<file path="src/rtl/reaction_pkg.sv">
// Shared types and constants for the reaction game round controller.
package reaction_pkg;

    typedef enum logic [2:0] {
        ST_IDLE  = 3'd0,
        ST_WAIT  = 3'd1,
        ST_GO    = 3'd2,
        ST_DONE  = 3'd3,
        ST_FALSE = 3'd4
    } state_e;

    localparam logic [15:0] LFSR_SEED = 16'hACE1;
    // Feedback taps 16,15,13,4 expressed as bit positions 15,14,12,3.
    localparam logic [15:0] LFSR_TAPS = 16'hD008;
    localparam int unsigned RT_W      = 14;

endpackage

</file>
<file path="src/rtl/lfsr16.sv">
// 16-bit Fibonacci LFSR, one step per clock; a non-zero seed keeps it out of the lock-up state.
module lfsr16
    import reaction_pkg::*;
(
    input  logic        clk,
    input  logic        rst,
    output logic [15:0] q
);

    always_ff @(posedge clk) begin
        if (rst) begin
            q <= LFSR_SEED;
        end else begin
            q <= {q[14:0], ^(q & LFSR_TAPS)};
        end
    end

endmodule

</file>
<file path="src/rtl/reaction_sequencer.sv">
// Round controller for the reaction game: random dark delay, lit phase timing, false-start detect.
// Define REACT_BEST_EN to add the best_ms port and best-time register.
module reaction_sequencer
    import reaction_pkg::*;
#(
    parameter int unsigned CLK_HZ   = 50_000_000,
    parameter int unsigned TICK_HZ  = 1000,
    parameter int unsigned MIN_DLY  = 1000,
    parameter int unsigned DLY_BITS = 11,
    parameter int unsigned RT_MAX   = 9999
) (
    input  logic            clk,
    input  logic            rst,
    input  logic            start,
    input  logic            react,
    output logic            disp,
    output logic [RT_W-1:0] rt_ms,
    output logic            rt_valid,
    output logic            false_start,
    output logic            busy
`ifdef REACT_BEST_EN
    ,
    output logic [RT_W-1:0] best_ms
`endif
);

    localparam int unsigned DIV       = CLK_HZ / TICK_HZ;
    localparam int unsigned PRESC_W   = (DIV > 1) ? $clog2(DIV) : 1;
    localparam int unsigned DLY_MIN_W = $clog2(MIN_DLY + 1);
    localparam int unsigned DLY_W     = ((DLY_BITS > DLY_MIN_W) ? DLY_BITS : DLY_MIN_W) + 1;

    state_e               state_q;
    logic                 start_q, react_q;
    logic [PRESC_W-1:0]   presc_q;
    logic [DLY_W-1:0]     dly_q;
    logic [RT_W-1:0]      rt_cnt_q;
    logic [RT_W-1:0]      rt_ms_q;
    logic                 rt_valid_q, false_start_q, disp_q;
    logic [15:0]          lfsr_q;

    logic                 s_rise, r_rise, tick, rt_at_max;
    logic [DLY_W-1:0]     dly_d;
    logic [RT_W-1:0]      rt_cnt_d;
    logic                 unused_lfsr;

    lfsr16 u_lfsr (
        .clk (clk),
        .rst (rst),
        .q   (lfsr_q)
    );

    assign s_rise      = start & ~start_q;
    assign r_rise      = react & ~react_q;
    assign tick        = (presc_q == PRESC_W'(DIV - 1));
    assign rt_at_max   = (rt_cnt_q == RT_W'(RT_MAX));
    assign dly_d       = DLY_W'(MIN_DLY) + DLY_W'(lfsr_q[DLY_BITS-1:0]);
    assign rt_cnt_d    = rt_at_max ? rt_cnt_q : rt_cnt_q + RT_W'(1);
    assign unused_lfsr = ^lfsr_q[15:DLY_BITS];

    assign disp        = disp_q;
    assign rt_ms       = rt_ms_q;
    assign rt_valid    = rt_valid_q;
    assign false_start = false_start_q;
    assign busy        = (state_q == ST_WAIT) || (state_q == ST_GO);

`ifdef REACT_BEST_EN
    logic [RT_W-1:0] best_q;
    assign best_ms = best_q;
`endif

    // Round FSM; every state change also restarts the tick prescaler.
    always_ff @(posedge clk) begin
        if (rst) begin
            state_q       <= ST_IDLE;
            start_q       <= 1'b0;
            react_q       <= 1'b0;
            presc_q       <= '0;
            dly_q         <= '0;
            rt_cnt_q      <= '0;
            rt_ms_q       <= '0;
            rt_valid_q    <= 1'b0;
            false_start_q <= 1'b0;
            disp_q        <= 1'b1;
`ifdef REACT_BEST_EN
            best_q        <= RT_W'(RT_MAX);
`endif
        end else begin
            start_q <= start;
            react_q <= react;
            presc_q <= tick ? '0 : presc_q + PRESC_W'(1);
            case (state_q)
                ST_IDLE, ST_DONE, ST_FALSE: begin
                    disp_q <= 1'b1;
                    if (s_rise) begin
                        state_q       <= ST_WAIT;
                        presc_q       <= '0;
                        dly_q         <= dly_d;
                        rt_valid_q    <= 1'b0;
                        false_start_q <= 1'b0;
                    end
                end
                ST_WAIT: begin
                    if (r_rise) begin
                        state_q       <= ST_FALSE;
                        presc_q       <= '0;
                        false_start_q <= 1'b1;
                    end else if (tick) begin
                        if (dly_q == DLY_W'(1)) begin
                            state_q  <= ST_GO;
                            presc_q  <= '0;
                            rt_cnt_q <= '0;
                            disp_q   <= 1'b0;
                        end else begin
                            dly_q <= dly_q - DLY_W'(1);
                        end
                    end
                end
                ST_GO: begin
                    if (r_rise || rt_at_max) begin
                        state_q    <= ST_DONE;
                        presc_q    <= '0;
                        rt_ms_q    <= rt_cnt_q;
                        rt_valid_q <= 1'b1;
                        disp_q     <= 1'b1;
`ifdef REACT_BEST_EN
                        // A timeout is not a reaction and never sets a record.
                        if (!rt_at_max && (rt_cnt_q < best_q)) begin
                            best_q <= rt_cnt_q;
                        end
`endif
                    end else if (tick) begin
                        rt_cnt_q <= rt_cnt_d;
                    end
                end
                default: begin
                    state_q <= ST_IDLE;
                    disp_q  <= 1'b1;
                end
            endcase
        end
    end

endmodule

</file>
<file path="config.mk">
export PLATFORM = sky130hd
export DESIGN_NAME = reaction_sequencer
export DESIGN_NICKNAME = d
export VERILOG_FILES = /design/src/rtl/reaction_pkg.sv /design/src/rtl/lfsr16.sv /design/src/rtl/reaction_sequencer.sv
export SDC_FILE = /design/constraint.sdc
export NUM_CORES = 1
export LEC_CHECK = 0
export BUFFER_PORTS_ARGS = -buffer_cell sky130_fd_sc_hd__buf_4
export CAP_MARGIN = 5
export CELL_PAD_IN_SITES_DETAIL_PLACEMENT = 0
export CELL_PAD_IN_SITES_GLOBAL_PLACEMENT = 1
export CORE_ASPECT_RATIO = 1.5
export CORE_UTILIZATION = 45
export CTS_CLUSTER_SIZE = 40
export DETAILED_ROUTE_END_ITERATION = 6
export GPL_ROUTABILITY_DRIVEN = 0
export PLACE_DENSITY_LB_ADDON = 0.1
export SYNTH_ARGS = -nofsm -noshare
export SYNTH_HDL_FRONTEND = slang
export SYNTH_SLANG_ARGS = --single-unit
</file>
<file path="constraint.sdc">
create_clock -name clk -period 5.8 [get_ports clk]
set_input_delay 1.16 -clock clk [delete_from_list [all_inputs] [get_ports clk]]
set_output_delay 1.16 -clock clk [all_outputs]
set_load 0.05 [all_outputs]
</file>
Word level (Yosys, flattened, before mapping):

Cells that the tools add are included.

* add/sub/neg operators: 4
* bitwise operators: 4
* reduce and logical (&&, ||, !) cells: 15
* muxes and demuxes: 34
* eq/ne operators: 19

Operators by type and width (number)
* $mux 16: 6
* $mux 14: 6
* $mux 12: 4
* $pmux 16 s3: 1
* $pmux 14 s2: 1
* $pmux 12 s2: 1
* $add 16x1->16 const B: 1
* $eq 16x16->1 const B: 1
* $ne 2x2->1 const B: 8
* $reduce_xor 16->1: 1
* $mux 3: 5
* $add 14x1->14 const B: 1
* $eq 14x14->1 const B: 1
* $add 10x11->12 const A: 1
* $eq 12x1->1 const B: 1
* $sub 12x1->12 const B: 1
* $pmux 3 s3: 1
* $reduce_and 4->1: 2
* $reduce_and 7->1: 1
* $eq 3x2->1 const B: 2
* $mux 1: 6
* $pmux 1 s2: 3
* $reduce_and 3->1: 2
* $reduce_bool 2->1: 3
* other kinds (12): 16

* register bits after elaboration: 80
* input port bits: 4
* word-level logic and storage cells: 87
* output and inout bits: 18

Longest topological paths before layout:

Gate-level depths: netlist of the first run.

* depth after elaboration: 6
* gate-level depth with buffers: 8
* depth with buffers taken out: 7

Hierarchy:

A second synthesis of the first run with hierarchy kept.

* cells, all modules: 445
* area, all modules: 3860.0 um^2

By module, submodules not included
* reaction_sequencer: area each 3402.0 um^2, sequential area each 1281.2 um^2, cells an instance 409, times used 1
* lfsr16: area each 457.9 um^2, sequential area each 320.3 um^2, cells an instance 36, times used 1

Least setup slack after synthesis of the first run:

No wires, ideal clock.

* path kind: register to output
* start: reg state_q[2]
* end: out busy
* slack: 2.734 ns
* path buffers: 3
* arrival: 1.906 ns
* data required time: 4.640 ns
* stages on the path, launching flop included: 6
* path through: dfxtp_1 clkbuf_1 or3b_2 clkbuf_1 clkbuf_1 o21ai_0

* cells in the longest elaborated chain, start to end: 2
* elaborated cells on any way between the ends: 3
* those cells by class: eq/ne: 2; reduce/logical: 1

RTL lines
* start, declared: RTL line reaction_sequencer.sv:32 `state_e state_q;`
* start signal, assigned: RTL line reaction_sequencer.sv:74 `state_q <= ST_IDLE;`
* start signal, assigned: RTL line reaction_sequencer.sv:95 `state_q <= ST_WAIT;`
* start signal, assigned: RTL line reaction_sequencer.sv:104 `state_q <= ST_FALSE;`
* $eq 3x1->1 or $eq 3x2->1 (tied branches): RTL line reaction_sequencer.sv:64 `assign busy = (state_q == ST_WAIT) || (state_q == ST_GO);`
* $logic_or 1x1->1 (*): RTL line reaction_sequencer.sv:64
* end, declared: RTL line reaction_sequencer.sv:20 `output logic busy`

Every way passes the cells marked *; elsewhere a longest branch is shown, timed or not.

Worst setup path after layout of the first run:

* start: reg presc_q[6]
* end: reg rt_cnt_q[13]

* cells in the longest elaborated chain, start to end: 3
* elaborated cells on any way between the ends: 4
* those cells by class: eq/ne: 3; reduce/logical: 1

RTL lines
* start, declared: RTL line reaction_sequencer.sv:34 `logic [PRESC_W-1:0] presc_q;`
* start signal, assigned: RTL line reaction_sequencer.sv:90 `presc_q <= tick ? '0 : presc_q + PRESC_W'(1);`
* $eq 16x16->1 (*): RTL line reaction_sequencer.sv:54 `assign tick = (presc_q == PRESC_W'(DIV - 1));`
* $ne 2x2->1 (no source line)
* $reduce_and 7->1 (no source line) (*)
* end signal, assigned: RTL line reaction_sequencer.sv:132 `rt_cnt_q <= rt_cnt_d;`
* end, declared: RTL line reaction_sequencer.sv:36 `logic [RT_W-1:0] rt_cnt_q;`

Marked as above.
A chain may end at the register's enable or synchronous reset.

==> results.ini, run 1 <==
[yosys]
synth_common_cells=dfxtp_1 (80), nand2_1 (55), a21oi_1 (48)
ys_seq_area_frac=0.4230
syn_avg_cell_area_um2=8.605
synth_edf_count=0
yosys-top-cells-area=dfxtp_1 (42%), a21oi_1 (6.3%), nand2_1 (5.5%)
synth_area_leader_cell=dfxtp_1
async_reset_ff_frac=0
synth_warnings=0
yosysMostFrequentCell=dfxtp_1
synth_top_area_frac=0.4230
synth_seq_cells=80
syn_area_um2=3786
ys.flop_type=dfxtp_1
synth_cell_types=62
synthesis.nets=449
synth_cells=440

[place]
dp_hpwl_um=5984
dp_slack_ns=2.608
portBuffers=21

[critical_path]
cp_cell_sequence=or4b_4, nor4_4, nand4_1, or4_1, a21oi_1
crit_arrival_ns=3.38
slowest_delay_ns=0.82
ff2ff_setup_slack_ns=2.69
worstPathRequired_ns=6.07
worstSetupPathType=flip-flop to flip-flop
worstSetupStartpointType=flip-flop
endpoint_kind=flip-flop
r2r_cells=5
cp_slowest_cell=nor4_4
worst-path-max-fanout=14

[power_and_ir_drop]
power_density_nw_per_um2=326.0
ir_drop_mv=0.1589
switching_power_uw=361.9
pwr-share-clk=0.428
seqPwrFrac=0.429
p_leak_uw=0.001536
cell_internal_pwr_uw=1047
switching_share=0.2568
p_comb_frac=0.143

[grt]
grt_max_degree=51
grt_use_total=0.2127
busiest_layer=met2
use_met3=0.02550
grt_pass1_wl_um=14630
use_met1=0.2258
grt-ovfl-total=0
grtUsageMet2=0.3946
antenna_found_initial=0
grt_pass1_vias=3050

[finish]
layout.nets=460
areaGrowthSynthToFinish_pct=14.18
insertedDiodeCount=0
post_route_cells_drive_above_1_share=0.1275
multi_input_comb_area_um2=2058
regArea_um2=1602
fillers=789

[sta]
worst_pin_slew_ns=0.8925
whs_ns=0.4396
rsz0062_at_grt=false
finalCriticalPeriod_ns=3.115
slew_viol_final=0
finalCritPeriodShare=0.5370
fin_skew_ns=0.006072
fmax_mhz=321.1
relSlewSlack=0.4005
setup_viol=0
fin_tns_setup_ns=0
fin_ws_ns=2.685
finalHoldViolCount=0

[clock_tree]
clockRootBuffer=clkbuf_16
cts_tree=done
clock-sinks=80
insertion_delay_ns=0.33
ctsResizeCount=0
hold_buffers=0
path_clk_slew_ns=0.06
cts_inserted_buffers=9
htreeDepth=3
cts_setup_buffers=0
clk_path_buf_depth=2

[drt]
vias=3192
vias_per_cell=5.700
drc_errors=0
drtIter0Drc=88
antenna_left=0
wl_per_cell_um=15.47
drt-pass1-iter-count=4
wl_um=8661

[floorplan]
pin_count=22
core_um2=8058
chipWidth_um=76.90
die_y_um=114.3
rows=40
die_area_um2=8792
start_util=0.4699

[outcome]
status=finished clean

[run]
drv_cap=0

[worst_hold_path]
hp-class=flip-flop to flip-flop
hold_depth=1

-- power groups by stage --
stage	sequential, µW	clock, µW	combinational (µW)
after detailed placement	616	0	202
after CTS	604	620	203
after global routing	608	641	224
after floorplan	610	0	154
final	604	603	202
after global placement	615	0	199
-- stage by stage --
stage / area (µm²) / util / total power [µW] / instances
6_report: 4323 / 0.5365 / 1409 / 560
5_1_grt: 4323 / 0.5365 / 1474 / 560
4_1_cts: 4323 / 0.5365 / 1426 / 560
3_5_place_dp: 4001 / 0.4966 / 817.5 / 545
3_3_place_gp: 4001 / 0.4966 / 813.9 / 545
2_1_floorplan: 3786 / - / 763.3 / 440
-- final timing paths --
| path | startpoint | to |
|---|---|---|
| setup / recovery | presc_q[6] | rt_cnt_q[13] |
| hold / removal | presc_q[0] | presc_q[0] |
| hold reg to reg | presc_q[0] | presc_q[0] |
| setup reg to reg | presc_q[6] | rt_cnt_q[13] |
-- cells in the final DEF (no fill, tap or decap), drive strengths merged, types with 3 or more instances in the layout --
cell    instances
nand4b          4
nor4            4
nand2          55
nand4          11
a211o           3
xnor2           7
ha              5
clkbuf         12
or2             9
inv             8
a31oi           4
a211oi          4
xor2           15
and4            6
nand2b          7
nand3b          3
a21oi          48
or4            13
o32ai           5
o21ai           9
and3            5
and2            4
nand3           9
a41oi           3
nor2b          12
nor2           33
nor3            9
or3             3
dfxtp          80
o31ai          12
buf            24
-- area by class of cell --
class / count / share of cell area
Inverter: 8 / 0.006946
Sequential cell: 80 / 0.3705
Multi-Input combinational cell: 328 / 0.4761
Clock inverter: 3 / 0.01505
Tap cell: 105 / 0.03039
Timing Repair Buffer: 24 / 0.04168
Clock buffer: 12 / 0.05933
-- kinds of logic after synthesis --
family,share of synthesized area
compound gates,0.1765
xor+xnor,0.05089
fa+ha+maj,0.01652
buf+inv,0.03470
flops,0.4230
mux,0.002644
simple gates,0.2958
-- critical path, delay by kind of cell, from the launching register on --
kind	cells	cell delay, ns
compound gates	1	0.15
simple gates	4	2.49
flops	1	0.40
-- layer usage --
| layer | up-vias | wire length (µm) | part of all wire |
|---|---|---|---|
| li1 | 1618 | - | - |
| met1 | 1505 | 3561 | 0.41 |
| met2 | 51 | 4650 | 0.54 |
| met3 | 18 | 187 | 0.022 |
| met4 | 0 | 262 | 0.030 |
| met5 | - | 0 | 0 |
-- flip-flops by register name, indices dropped and copies added (netlist names) --
name	cells
disp	1
start_q	1
u_lfsr.q	16
react_q	1
presc_q	16
false_start	1
state_q	3
rt_ms	14
dly_q	12
rt_valid	1
rt_cnt_q	14
Note: power is estimated with default switching activity, not from simulation.
==> inputs of run 2 (changes only) <==
- ABC_AREA: default -> 1
- CORE_UTILIZATION: 45 -> 40
- clock period: 5.8 -> 2.5 ns (I/O delays scaled with it)
==> run 2 against run 1 <==
The flow now finishes with violations (DRC); maximum frequency up 56%; via count increased by 17%; global-route usage decreased by 1.5 points; register-to-register slack worse by 2.2 ns; sequential share of layout area is 3.3 points lower; area after synthesis increased by 8.7%; critical path depth is 4 higher; die area up 22%.
==> results.ini, run 2 <==
[clock_tree]
insertion_delay_ns=0.34  ; about the same
cts_tree=done
path_clk_slew_ns=0.06  ; about the same
ctsResizeCount=0  ; unchanged
cts_inserted_buffers=9  ; unchanged
clockRootBuffer=clkbuf_16
htreeDepth=3  ; unchanged
clock-sinks=80  ; unchanged
clk_path_buf_depth=2  ; unchanged
cts_setup_buffers=0  ; unchanged
hold_buffers=0  ; unchanged

[drt]
vias_per_cell=4.945  ; -13%
drt-pass1-iter-count=6  ; +2
wl_um=9659  ; +12%
antenna_left=0  ; unchanged
drtIter0Drc=113  ; +28%
wl_per_cell_um=12.84  ; -17%
drc_errors=2  ; +2
vias=3719  ; +17%

[grt]
grt_pass1_vias=3678  ; +21%
grt_max_degree=38  ; -25%
antenna_found_initial=0  ; unchanged
grt-ovfl-total=0  ; unchanged
grt_pass1_wl_um=16600  ; +13%
grt_use_total=0.1976  ; -0.01513

[sta]
slew_viol_final=0  ; unchanged
fin_ws_ns=0.4976  ; -2.188 ns
worst_pin_slew_ns=0.5340  ; -0.3585 ns
finalCriticalPeriod_ns=2.002  ; -1.112 ns
finalHoldViolCount=0  ; unchanged
fmax_mhz=499.4  ; +56%
fin_skew_ns=0.004978  ; -0.001094 ns
fin_tns_setup_ns=0  ; unchanged
finalCritPeriodShare=0.8010  ; +0.2640
setup_viol=0  ; unchanged
relSlewSlack=0.6428  ; +0.2422
rsz0062_at_grt=false

[outcome]
status=complete, but fails checks
violations=DRC

[power_and_ir_drop]
ir_drop_mv=0.3786  ; +140%
power_density_nw_per_um2=1075  ; +230%
p_leak_uw=0.002063  ; +34%
power.total_uw=5097  ; +260%

[yosys]
synth_cell_types=36  ; -42%
ys_seq_area_frac=0.3891  ; -0.03394
synth_edf_count=0  ; unchanged
synth_warnings=0  ; unchanged
synth_common_cells=nand2_1 (129), nor2_1 (105), dfxtp_1 (80)
yosysMostFrequentCell=nand2_1
syn_avg_cell_area_um2=6.770  ; -21%
ys.flop_type=dfxtp_1
async_reset_ff_frac=0  ; unchanged
synth_seq_cells=80  ; unchanged
synth_top_area_frac=0.3891  ; -0.03394
yosys-top-cells-area=dfxtp_1 (39%), nand2_1 (12%), nor2_1 (9.6%)
synth_area_leader_cell=dfxtp_1
syn_area_um2=4116  ; +8.7%
synthesis.nets=617  ; +37%
synth_cells=608  ; +38%

[floorplan]
rows=45  ; +13%
core_um2=10080  ; +25%
pin_count=22  ; unchanged
die_area_um2=10710  ; +22%
start_util=0.4084  ; -0.06143
die_y_um=126.2  ; +10%
chipWidth_um=84.83  ; +10%

[place]
dp_slack_ns=0.4449  ; -2.163 ns
placed_cells=736  ; +35%
portBuffers=21  ; unchanged
dp_hpwl_um=7013  ; +17%

[finish]
layout.nets=639  ; +39%
post_route_cells_drive_above_1_share=0.1480  ; +0.02056
insertedDiodeCount=0  ; unchanged
mostFrequentLayoutCells=nand2_1 (129), nor2_1 (105), dfxtp_1 (80), inv_1 (71), nand3_1 (46)
areaGrowthSynthToFinish_pct=15.20
reg_top3=presc_q (16), u_lfsr.q (16)
fin_cells=752  ; +34%
final_common_cell=nand2_1

[critical_path]
crit_path_frequent_cell=nand2_2
worst-path-max-fanout=28  ; +14
ff2ff_setup_slack_ns=0.50  ; -2.19 ns
worstPathRequired_ns=2.71  ; -3.36 ns
crit_arrival_ns=2.21  ; -1.17 ns
cp_cell_sequence=ha_1, nand3_1, nor2_1, nand2_2, nand2_4, nand2_2, buf_4, nand2_1, a21oi_1
slowest_delay_ns=0.38  ; -0.44 ns
cp_slowest_cell=dfxtp_1
cpLargestDelayFamily=simple AND/OR/NAND/NOR gates
endpoint_kind=flip-flop
worstSetupStartpointType=flip-flop
crit_buf_inv=1  ; +1
worstSetupPathType=flip-flop to flip-flop

[worst_hold_path]
hp-class=input pin to flip-flop

[run]
drv_cap=0  ; unchanged

## run 2: cell families (layout without fill, tap and decap cells)
kind of cell	count (synthesis)	after routing	share of synthesized area
AND/OR/NAND/NOR	339	339	0.3705
buffers and inverters	100	127	0.09970
flip-flops	80	80	0.3891
AO/OA/AOI/OAI	69	69	0.09362
XOR/XNOR	15	15	0.03192
adder cells (fa/ha/maj)	5	5	0.01520
## run 2: worst paths after layout
kind                 from            to  cells past startpoint
min reg2reg  u_lfsr.q[13]  u_lfsr.q[14]                      2
min                 start       start_q                      3
max           rt_cnt_q[0]     rt_ms[12]                      9
max reg2reg   rt_cnt_q[0]     rt_ms[12]                      9
## run 2: metrics by stage
step | hold slack (ns) | instance area [µm²] | utilization
after floorplan | 0.3883 | 4116 | -
after global placement | 0.3929 | 4374 | 0.4340
after detailed placement | 0.4021 | 4374 | 0.4340
after CTS | 0.3601 | 4742 | 0.4705
after global routing | 0.3730 | 4742 | 0.4705
final | 0.3719 | 4742 | 0.4705
## run 2: layer usage
metal,global-route usage,vias up,part of all wire
li1,-,1966,-
met2,0.3620,41,0.53
met4,0.1057,0,0.030
met3,0.03473,22,0.019
met5,0,-,0
met1,0.2131,1690,0.42
## run 2: where the power goes
group | internal (µW) | switching (µW)
sequential | 1440 | 146
clock | 1080 | 555
combinational | 588 | 1290
## run 2: tightest hold or removal path, delay by kind of cell
| kind | cells | cell delay (ns) |
|---|---|---|
| buf+inv | 2 | 0.11 |
| simple gates | 1 | 0.07 |
## run 2: layout make-up
class / count / area (µm²)
clock buffers: 9 / 225.2
multi-input cells: 428 / 2105
clock inverters: 7 / 142.6
repair buffers: 28 / 210.2
fillers: 1090 / 5336
well taps: 117 / 146.4
flip-flops and latches: 80 / 1602
inverters: 83 / 311.5
